`config.mk`:
```
export PLATFORM = sky130hd
export DESIGN_NAME = adc_capture_multi_flat
export DESIGN_NICKNAME = d
export VERILOG_FILES = /design/src/rtl/adc_capture_multi_if.sv /design/src/rtl/adc_capture_multi.sv /design/src/flat_wrapper.sv
export SDC_FILE = /design/constraint.sdc
export NUM_CORES = 1
export LEC_CHECK = 0
export CAP_MARGIN = 15
export CELL_PAD_IN_SITES_DETAIL_PLACEMENT = 1
export CELL_PAD_IN_SITES_GLOBAL_PLACEMENT = 2
export CORE_MARGIN = 5
export CORE_UTILIZATION = 39
export CTS_BUF_LIST = sky130_fd_sc_hd__clkbuf_8
export DETAILED_ROUTE_END_ITERATION = 10
export PLACE_DENSITY_LB_ADDON = 0.25
export SYNTH_ARGS = -nofsm -noshare
export SYNTH_HDL_FRONTEND = slang
export SYNTH_SLANG_ARGS = --single-unit
```
`constraint.sdc`:
```
create_clock -name clk -period 2.53 [get_ports clk]
set_input_delay 0.253 -clock clk [delete_from_list [all_inputs] [get_ports clk]]
set_output_delay 0.253 -clock clk [all_outputs]
set_load 0.01 [all_outputs]
```
`src/rtl/adc_capture_multi_if.sv`:
```
// Bus between the multi-channel ADC capture controller and its surroundings:
// trigger in, shared ADC control and per-channel SDO, packed averaged results out.
interface adc_capture_multi_if #(
   parameter int NUM_CH    = 2,
   parameter int OUT_WIDTH = 16
);
   logic                        trigger;
   logic [NUM_CH-1:0]           adc_sdo;
   logic                        adc_sck;
   logic                        adc_convert;
   logic                        busy;
   logic                        overrun;
   logic                        data_valid;
   logic [NUM_CH*OUT_WIDTH-1:0] data_value;

   modport master (
      input  trigger,
      input  adc_sdo,
      output adc_sck,
      output adc_convert,
      output busy,
      output overrun,
      output data_valid,
      output data_value
   );

   modport slave (
      output trigger,
      output adc_sdo,
      input  adc_sck,
      input  adc_convert,
      input  busy,
      input  overrun,
      input  data_valid,
      input  data_value
   );
endinterface

```
`src/rtl/adc_capture_multi.sv`:
```
// Multi-channel serial ADC capture: on a trigger edge runs 2^AVG_LOG2 convert/readout
// cycles on NUM_CH ADCs sharing CNV/SCK, averages per channel and strobes one packed result.
module adc_capture_multi #(
   parameter int NUM_CH      = 2,
   parameter int DATA_BITS   = 14,
   parameter int OUT_WIDTH   = 16,
   parameter int CONV_CYCLES = 22,
   parameter int SCK_DIV     = 1,
   parameter int AVG_LOG2    = 0
) (
   input  logic                 clk,
   input  logic                 rstn,
   adc_capture_multi_if.master  bus
);
   localparam int ACC_W   = DATA_BITS + AVG_LOG2;
   localparam int CNT_MAX = (CONV_CYCLES > SCK_DIV) ? CONV_CYCLES : SCK_DIV;
   localparam int CNT_W   = $clog2(CNT_MAX + 1);
   localparam int BIT_W   = $clog2(DATA_BITS + 1);
   localparam int IDX_W   = (AVG_LOG2 > 0) ? AVG_LOG2 : 1;
   localparam logic [CNT_W-1:0] CONV_LAST = CNT_W'(CONV_CYCLES - 1);
   localparam logic [CNT_W-1:0] DIV_LAST  = CNT_W'(SCK_DIV - 1);
   localparam logic [BIT_W-1:0] BIT_LAST  = BIT_W'(DATA_BITS - 1);
   localparam logic [IDX_W-1:0] IDX_LAST  = IDX_W'((1 << AVG_LOG2) - 1);

   typedef enum logic [2:0] {S_IDLE, S_CONV, S_READ, S_ACC, S_DONE} state_t;

   state_t                      r_state, n_state;
   logic [CNT_W-1:0]            r_cnt, n_cnt;
   logic                        r_half, n_half;
   logic [BIT_W-1:0]            r_bit, n_bit;
   logic [IDX_W-1:0]            r_idx, n_idx;
   logic                        r_trig_d;
   logic                        r_sck, r_convert, r_busy, r_valid, r_overrun;
   logic [DATA_BITS-1:0]        r_shift [NUM_CH];
   logic [ACC_W-1:0]            r_acc   [NUM_CH];
   logic [ACC_W-1:0]            w_sum   [NUM_CH];
   logic [NUM_CH*OUT_WIDTH-1:0] r_data;
   logic                        w_edge, w_start, w_sample;

   // Truncating average, zero-extended to the output lane width.
   function automatic logic [OUT_WIDTH-1:0] avg_trunc(input logic [ACC_W-1:0] s);
      return OUT_WIDTH'(s >> AVG_LOG2);
   endfunction

   assign w_edge   = bus.trigger & ~r_trig_d;
   assign w_start  = (r_state == S_IDLE) && w_edge;
   assign w_sample = (r_state == S_READ) && !r_half && (r_cnt == DIV_LAST);

   always_comb begin
      n_state = r_state;
      n_cnt   = r_cnt;
      n_half  = r_half;
      n_bit   = r_bit;
      n_idx   = r_idx;
      case (r_state)
         S_IDLE: if (w_edge) begin
            n_state = S_CONV;
            n_cnt   = '0;
            n_idx   = '0;
         end
         S_CONV: if (r_cnt == CONV_LAST) begin
            n_state = S_READ;
            n_cnt   = '0;
            n_half  = 1'b0;
            n_bit   = '0;
         end else begin
            n_cnt = r_cnt + 1'b1;
         end
         // r_half=0 is the SCK high phase, r_half=1 the low phase of the current bit
         S_READ: if (r_cnt == DIV_LAST) begin
            n_cnt  = '0;
            n_half = ~r_half;
            if (r_half) begin
               if (r_bit == BIT_LAST) n_state = S_ACC;
               else                   n_bit   = r_bit + 1'b1;
            end
         end else begin
            n_cnt = r_cnt + 1'b1;
         end
         S_ACC: if (r_idx == IDX_LAST) begin
            n_state = S_DONE;
         end else begin
            n_state = S_CONV;
            n_idx   = r_idx + 1'b1;
            n_cnt   = '0;
         end
         S_DONE:  n_state = S_IDLE;
         default: n_state = S_IDLE;
      endcase
   end

   // Outputs are registered from the next state so the ADC sees glitch-free SCK/CNV.
   always_ff @(posedge clk or negedge rstn) begin
      if (!rstn) begin
         r_state   <= S_IDLE;
         r_cnt     <= '0;
         r_half    <= 1'b0;
         r_bit     <= '0;
         r_idx     <= '0;
         r_trig_d  <= 1'b0;
         r_sck     <= 1'b0;
         r_convert <= 1'b0;
         r_busy    <= 1'b0;
         r_valid   <= 1'b0;
         r_overrun <= 1'b0;
      end else begin
         r_state   <= n_state;
         r_cnt     <= n_cnt;
         r_half    <= n_half;
         r_bit     <= n_bit;
         r_idx     <= n_idx;
         r_trig_d  <= bus.trigger;
         r_sck     <= (n_state == S_READ) && !n_half;
         r_convert <= (n_state == S_CONV);
         r_busy    <= (n_state != S_IDLE);
         r_valid   <= (n_state == S_DONE);
         r_overrun <= w_edge && (r_state != S_IDLE);
      end
   end

   always_comb begin
      for (int c = 0; c < NUM_CH; c++) w_sum[c] = r_acc[c] + ACC_W'(r_shift[c]);
   end

   // Result is loaded on the ACC->DONE edge so it is valid alongside the strobe.
   always_ff @(posedge clk or negedge rstn) begin
      if (!rstn) begin
         for (int c = 0; c < NUM_CH; c++) begin
            r_shift[c] <= '0;
            r_acc[c]   <= '0;
         end
         r_data <= '0;
      end else begin
         for (int c = 0; c < NUM_CH; c++) begin
            if (w_sample) r_shift[c] <= {r_shift[c][DATA_BITS-2:0], bus.adc_sdo[c]};
            if (w_start)                r_acc[c] <= '0;
            else if (r_state == S_ACC) r_acc[c] <= w_sum[c];
            if (r_state == S_ACC && n_state == S_DONE)
               r_data[c*OUT_WIDTH +: OUT_WIDTH] <= avg_trunc(w_sum[c]);
         end
      end
   end

   assign bus.adc_sck     = r_sck;
   assign bus.adc_convert = r_convert;
   assign bus.busy        = r_busy;
   assign bus.overrun     = r_overrun;
   assign bus.data_valid  = r_valid;
   assign bus.data_value  = r_data;
endmodule
```
`src/flat_wrapper.sv`:
```
// flat-port wrapper written by rule: the top's interface ports become plain ports
module adc_capture_multi_flat 
#(
   parameter int NUM_CH      = 2,
   parameter int DATA_BITS   = 14,
   parameter int OUT_WIDTH   = 16,
   parameter int CONV_CYCLES = 22,
   parameter int SCK_DIV     = 1,
   parameter int AVG_LOG2    = 0
)
  (clk, rstn, bus_trigger, bus_adc_sdo, bus_adc_sck, bus_adc_convert, bus_busy, bus_overrun, bus_data_valid, bus_data_value);
  adc_capture_multi_if #(.NUM_CH(NUM_CH), .OUT_WIDTH(OUT_WIDTH)) bus_i ();
  input  logic clk;
  input  logic rstn;
  input wire logic [$bits(bus_i.trigger)-1:0] bus_trigger;
  input wire logic [$bits(bus_i.adc_sdo)-1:0] bus_adc_sdo;
  output wire logic [$bits(bus_i.adc_sck)-1:0] bus_adc_sck;
  output wire logic [$bits(bus_i.adc_convert)-1:0] bus_adc_convert;
  output wire logic [$bits(bus_i.busy)-1:0] bus_busy;
  output wire logic [$bits(bus_i.overrun)-1:0] bus_overrun;
  output wire logic [$bits(bus_i.data_valid)-1:0] bus_data_valid;
  output wire logic [$bits(bus_i.data_value)-1:0] bus_data_value;
  assign bus_i.trigger = bus_trigger;
  assign bus_i.adc_sdo = bus_adc_sdo;
  assign bus_adc_sck = bus_i.adc_sck;
  assign bus_adc_convert = bus_i.adc_convert;
  assign bus_busy = bus_i.busy;
  assign bus_overrun = bus_i.overrun;
  assign bus_data_valid = bus_i.data_valid;
  assign bus_data_value = bus_i.data_value;
  adc_capture_multi #(.NUM_CH(NUM_CH), .DATA_BITS(DATA_BITS), .OUT_WIDTH(OUT_WIDTH), .CONV_CYCLES(CONV_CYCLES), .SCK_DIV(SCK_DIV), .AVG_LOG2(AVG_LOG2)) u_core (.clk(clk), .rstn(rstn), .bus(bus_i));
endmodule
```
==> results by group <==
Global route
  – Global-route total usage across every layer: 15.90%
  – Grt total ovfl: 0
  – Largest net degree at the start of global routing: 53
  – Vias in the first global route: 4196
  – Initial antenna violation count: 0
  – First-pass GRT wire length: 20770 um

STA
  – Setup_tns: 0 ns
  – Tmin final: 2.265 ns
  – Clock skew: 0.007498 ns
  – Fin. max-slew vios: 0
  – Achievable Freq: 0.4415 GHz
  – Tcrit/Tclk final: 89.53%
  – Worst slew pin tran: 0.7228 ns
  – Final setup violation count: 0
  – RSZ-0062 raised after global routing: false
  – Worst rel slew slack: 51.81%
  – Fin. Hold Viols: 0

Synthesis
  – Number of synthesis warnings: 0
  – Dominant cells by area after synthesis: dfrtp_1 (48%), nand2_1 (8.9%), ha_1 (7.2%)
  – Synth Area per Inst: 10.14 sq um
  – Synth Cell Area: 5373 sq um
  – Synth Flop Type: dfrtp_1
  – FF+latch count, synth: 103
  – Yosys top cell by area: dfrtp_1
  – Synth Instances: 530
  – Post-synth ARST share: 100.0%
  – Number of synthesized flops with an enable pin: 0
  – Sequential area share after synthesis: 47.97%
  – Distinct cells, synth: 58
  – Share of the synthesized area in the top cell type: 47.97%

Worst setup path
  – Req. time, crit path: 2.82 ns
  – Reg2Reg Launch Point: u_core.r_shift[0]
  – CP Class: reg -> reg
  – CP max FO: 3
  – Critical path capture point: u_core.r_acc[10]
  – Worst setup SP type: flip-flop
  – Worst Reg-to-Reg Cells: 10
  – Crit path launch: u_core.r_shift[0]
  – Worst EP arrival: 2.56 ns
  – Worst reg2reg endpoint: u_core.r_acc[10]
  – R2R setup slack: 0.27 ns
  – Crit end category: flip-flop

Cells and area
  – Share of post-route cells with drive strength above 1: 11.72%
  – FILL cells: 1533
  – Synth-to-layout area growth: 15.42%
  – # diodes: 0
  – Nets: 614

Drt
  – Detail Route Antenna Nets: 0
  – Vias per inst: 5.063
  – Pre-antenna DRT Iters: 4
  – DR WL/cell: 15.99 um
  – Remaining DRCs: 0
  – Starting DRT DRC Count: 116
  – Via Count: 3828
  – Post-Route WL: 12090 um

Die
  – Die ar.: 16220 sq um
  – Die W: 127.4 um
  – # IOs: 42
  – # rows: 42
  – Initial Util: 40.09%
  – Die Y: 127.4 um
  – Core Region: 13400 sq um

Power
  – Power Dens Cells: 504.8 nW/um^2
  – Overall Power: 0.003130 W
  – Worst IR Drop VDD: 0.5507 mV
  – Static leakage: 2.979 nW

Clocking
  – Num CTS Buffers: 9
  – Post_cts resized: 0
  – CTS tree: done
  – Insertion delay to the later sink of the worst-skew pair: 0.38 ns
  – Max Root-Sink Buffers: 2
  – Clock transition at path regs: 0.10 ns
  – Root buf cell: clkbuf_8
  – Clock Sink Count: 103
  – Setup bufs post-CTS: 0
  – H-tree depth: 3

Place
  – PortBufs: 37
  – HPWL Detailed: 8891 um
  – RD Place Congestion: 0.8153

Run
  – Max cap viols: 0

Run status
  – Outcome: finished clean

Min path
  – Cell count of the worst hold path: 1
  – Hold Crit Class: in -> reg
[layout make-up]
class                           count  area (sq um)  share of cell area (%)
Sequential cell                   103          2577                   41.57
Clock inverter                      5         73.82                   1.190
Clock buffer                       10         137.6                   2.220
Inverter                           17         63.81                   1.029
Multi-Input combinational cell    395          2623                   42.29
Timing Repair Buffer               50         505.5                   8.152
Tap cell                          176         220.2                   3.551
[cell families after synthesis]
kind of cell | count (synthesis) | share of synthesized area [%]
buffers and inverters | 35 | 3.423
AO/OA/AOI/OAI | 99 | 11.78
XOR/XNOR | 24 | 3.913
AND/OR/NAND/NOR | 208 | 17.49
flip-flops | 103 | 47.97
other | 1 | 0.06980
multiplexers | 27 | 7.382
adder cells (fa/ha/maj) | 33 | 7.965
[sequential cells by signal, summed over array words and instances (netlist names)]
signal                  count
u_core.r_trig_d             1
u_core.bus.overrun          1
u_core.r_state              3
u_core.r_shift             28
u_core.r_bit                4
u_core.bus.busy             1
u_core.bus.data_value      28
u_core.bus.data_valid       1
u_core.r_acc               28
u_core.r_half               1
u_core.bus.adc_sck          1
u_core.bus.adc_convert      1
u_core.r_cnt                5
[Yosys cell counts, types with 5 or more instances]
cell / number
o21ai_0: 21
buf_4: 5
nor2b_1: 6
nand3_1: 10
a21oi_1: 29
xor2_1: 9
nand2b_1: 12
nor2_1: 29
ha_1: 31
nor3_1: 5
dfrtp_1: 103
inv_1: 16
mux2_4: 25
xnor2_1: 15
nand2_1: 127
a21o_1: 16
clkbuf_1: 6
[where the power goes]
part | leakage, nW | switching (W) | internal, W
combinational | 1.66 | 0.000160 | 0.000128
sequential | 1.20 | 0.0000271 | 0.00167
clock | 0.113 | 0.000570 | 0.000573
[through the flow]
stage,hold WS [ns],util [%],setup WS (ns),instances,cell area [sq um]
global route,0.3210,46.27,0.1214,756,6201
global placement,0.3469,44.62,0.4127,740,5979
finish,0.3422,46.27,0.2650,756,6201
floorplan,-0.04259,-,0.5703,533,5384
detailed placement,0.3600,44.62,0.2966,740,5979
CTS,0.3182,46.27,0.2555,756,6201
[critical path, cell delays in order (launching register included)]
cell,delay [ns]
dfrtp_1,0.38
ha_1,0.18
inv_1,0.05
fa_1,0.40
nor2b_1,0.18
o31ai_1,0.10
a21oi_1,0.32
a21o_1,0.20
a21oi_2,0.06
xor2_1,0.15
o21ai_0,0.16
[per-layer routing]
metal | track usage [%] | up-vias | share of wire, %
li1 | - | 1893 | -
met1 | 20.26 | 1891 | 47
met2 | 26.91 | 33 | 49
met3 | 4.257 | 11 | 3.0
met4 | 3.975 | 0 | 1.1
met5 | 0 | - | 0
[cells in the final DEF (no fill, tap or decap), types with 2 or more instances in the layout]
| cell | Yosys | layout |
|---|---|---|
| nand2_1 | 127 | 127 |
| dfrtp_1 | 103 | 103 |
| clkdlybuf4s50_1 | 0 | 36 |
| ha_1 | 31 | 31 |
| nor2_1 | 29 | 29 |
| a21oi_1 | 29 | 29 |
| mux2_4 | 25 | 25 |
| o21ai_0 | 21 | 21 |
| inv_1 | 16 | 17 |
| a21o_1 | 16 | 16 |
| xnor2_1 | 15 | 15 |
| nand2b_1 | 12 | 12 |
| nand3_1 | 10 | 10 |
| clkbuf_8 | 0 | 10 |
| buf_4 | 5 | 10 |
| xor2_1 | 9 | 9 |
| nor2b_1 | 6 | 6 |
| nor3_1 | 5 | 5 |
| o21a_1 | 4 | 4 |
| nand4_1 | 4 | 4 |
| a31oi_1 | 4 | 4 |
| a211oi_1 | 4 | 4 |
| conb_1 | 1 | 4 |
| o31ai_1 | 3 | 3 |
| a21oi_2 | 3 | 3 |
| buf_12 | 0 | 3 |
| o21bai_1 | 2 | 2 |
| nor4_1 | 2 | 2 |
| o21ai_1 | 2 | 2 |
| o221ai_1 | 2 | 2 |
| fa_1 | 2 | 2 |
| bufinv_16 | 0 | 2 |
| clkinv_2 | 0 | 2 |
[worst min-delay path by stage]
| stage | slack (ns) | from | to |
|---|---|---|---|
| after floorplan | -0.04 | rstn | u_core.bus.adc_convert |
| after global placement | 0.35 | rstn | u_core.bus.data_value[24] |
| after detailed placement | 0.36 | rstn | u_core.bus.data_value[25] |
| after CTS | 0.32 | bus_trigger | u_core.r_trig_d |
| after global routing | 0.32 | bus_trigger | u_core.r_trig_d |
| final | 0.34 | bus_trigger | u_core.r_trig_d |
[timing repair]
item / in CTS / in global routing
hold buffers: 1 / 0
endpoints found under the hold margin: 50 / 0
endpoints found under the setup margin: 0 / 0
No activity file was read; power rests on OpenSTA's default activity.
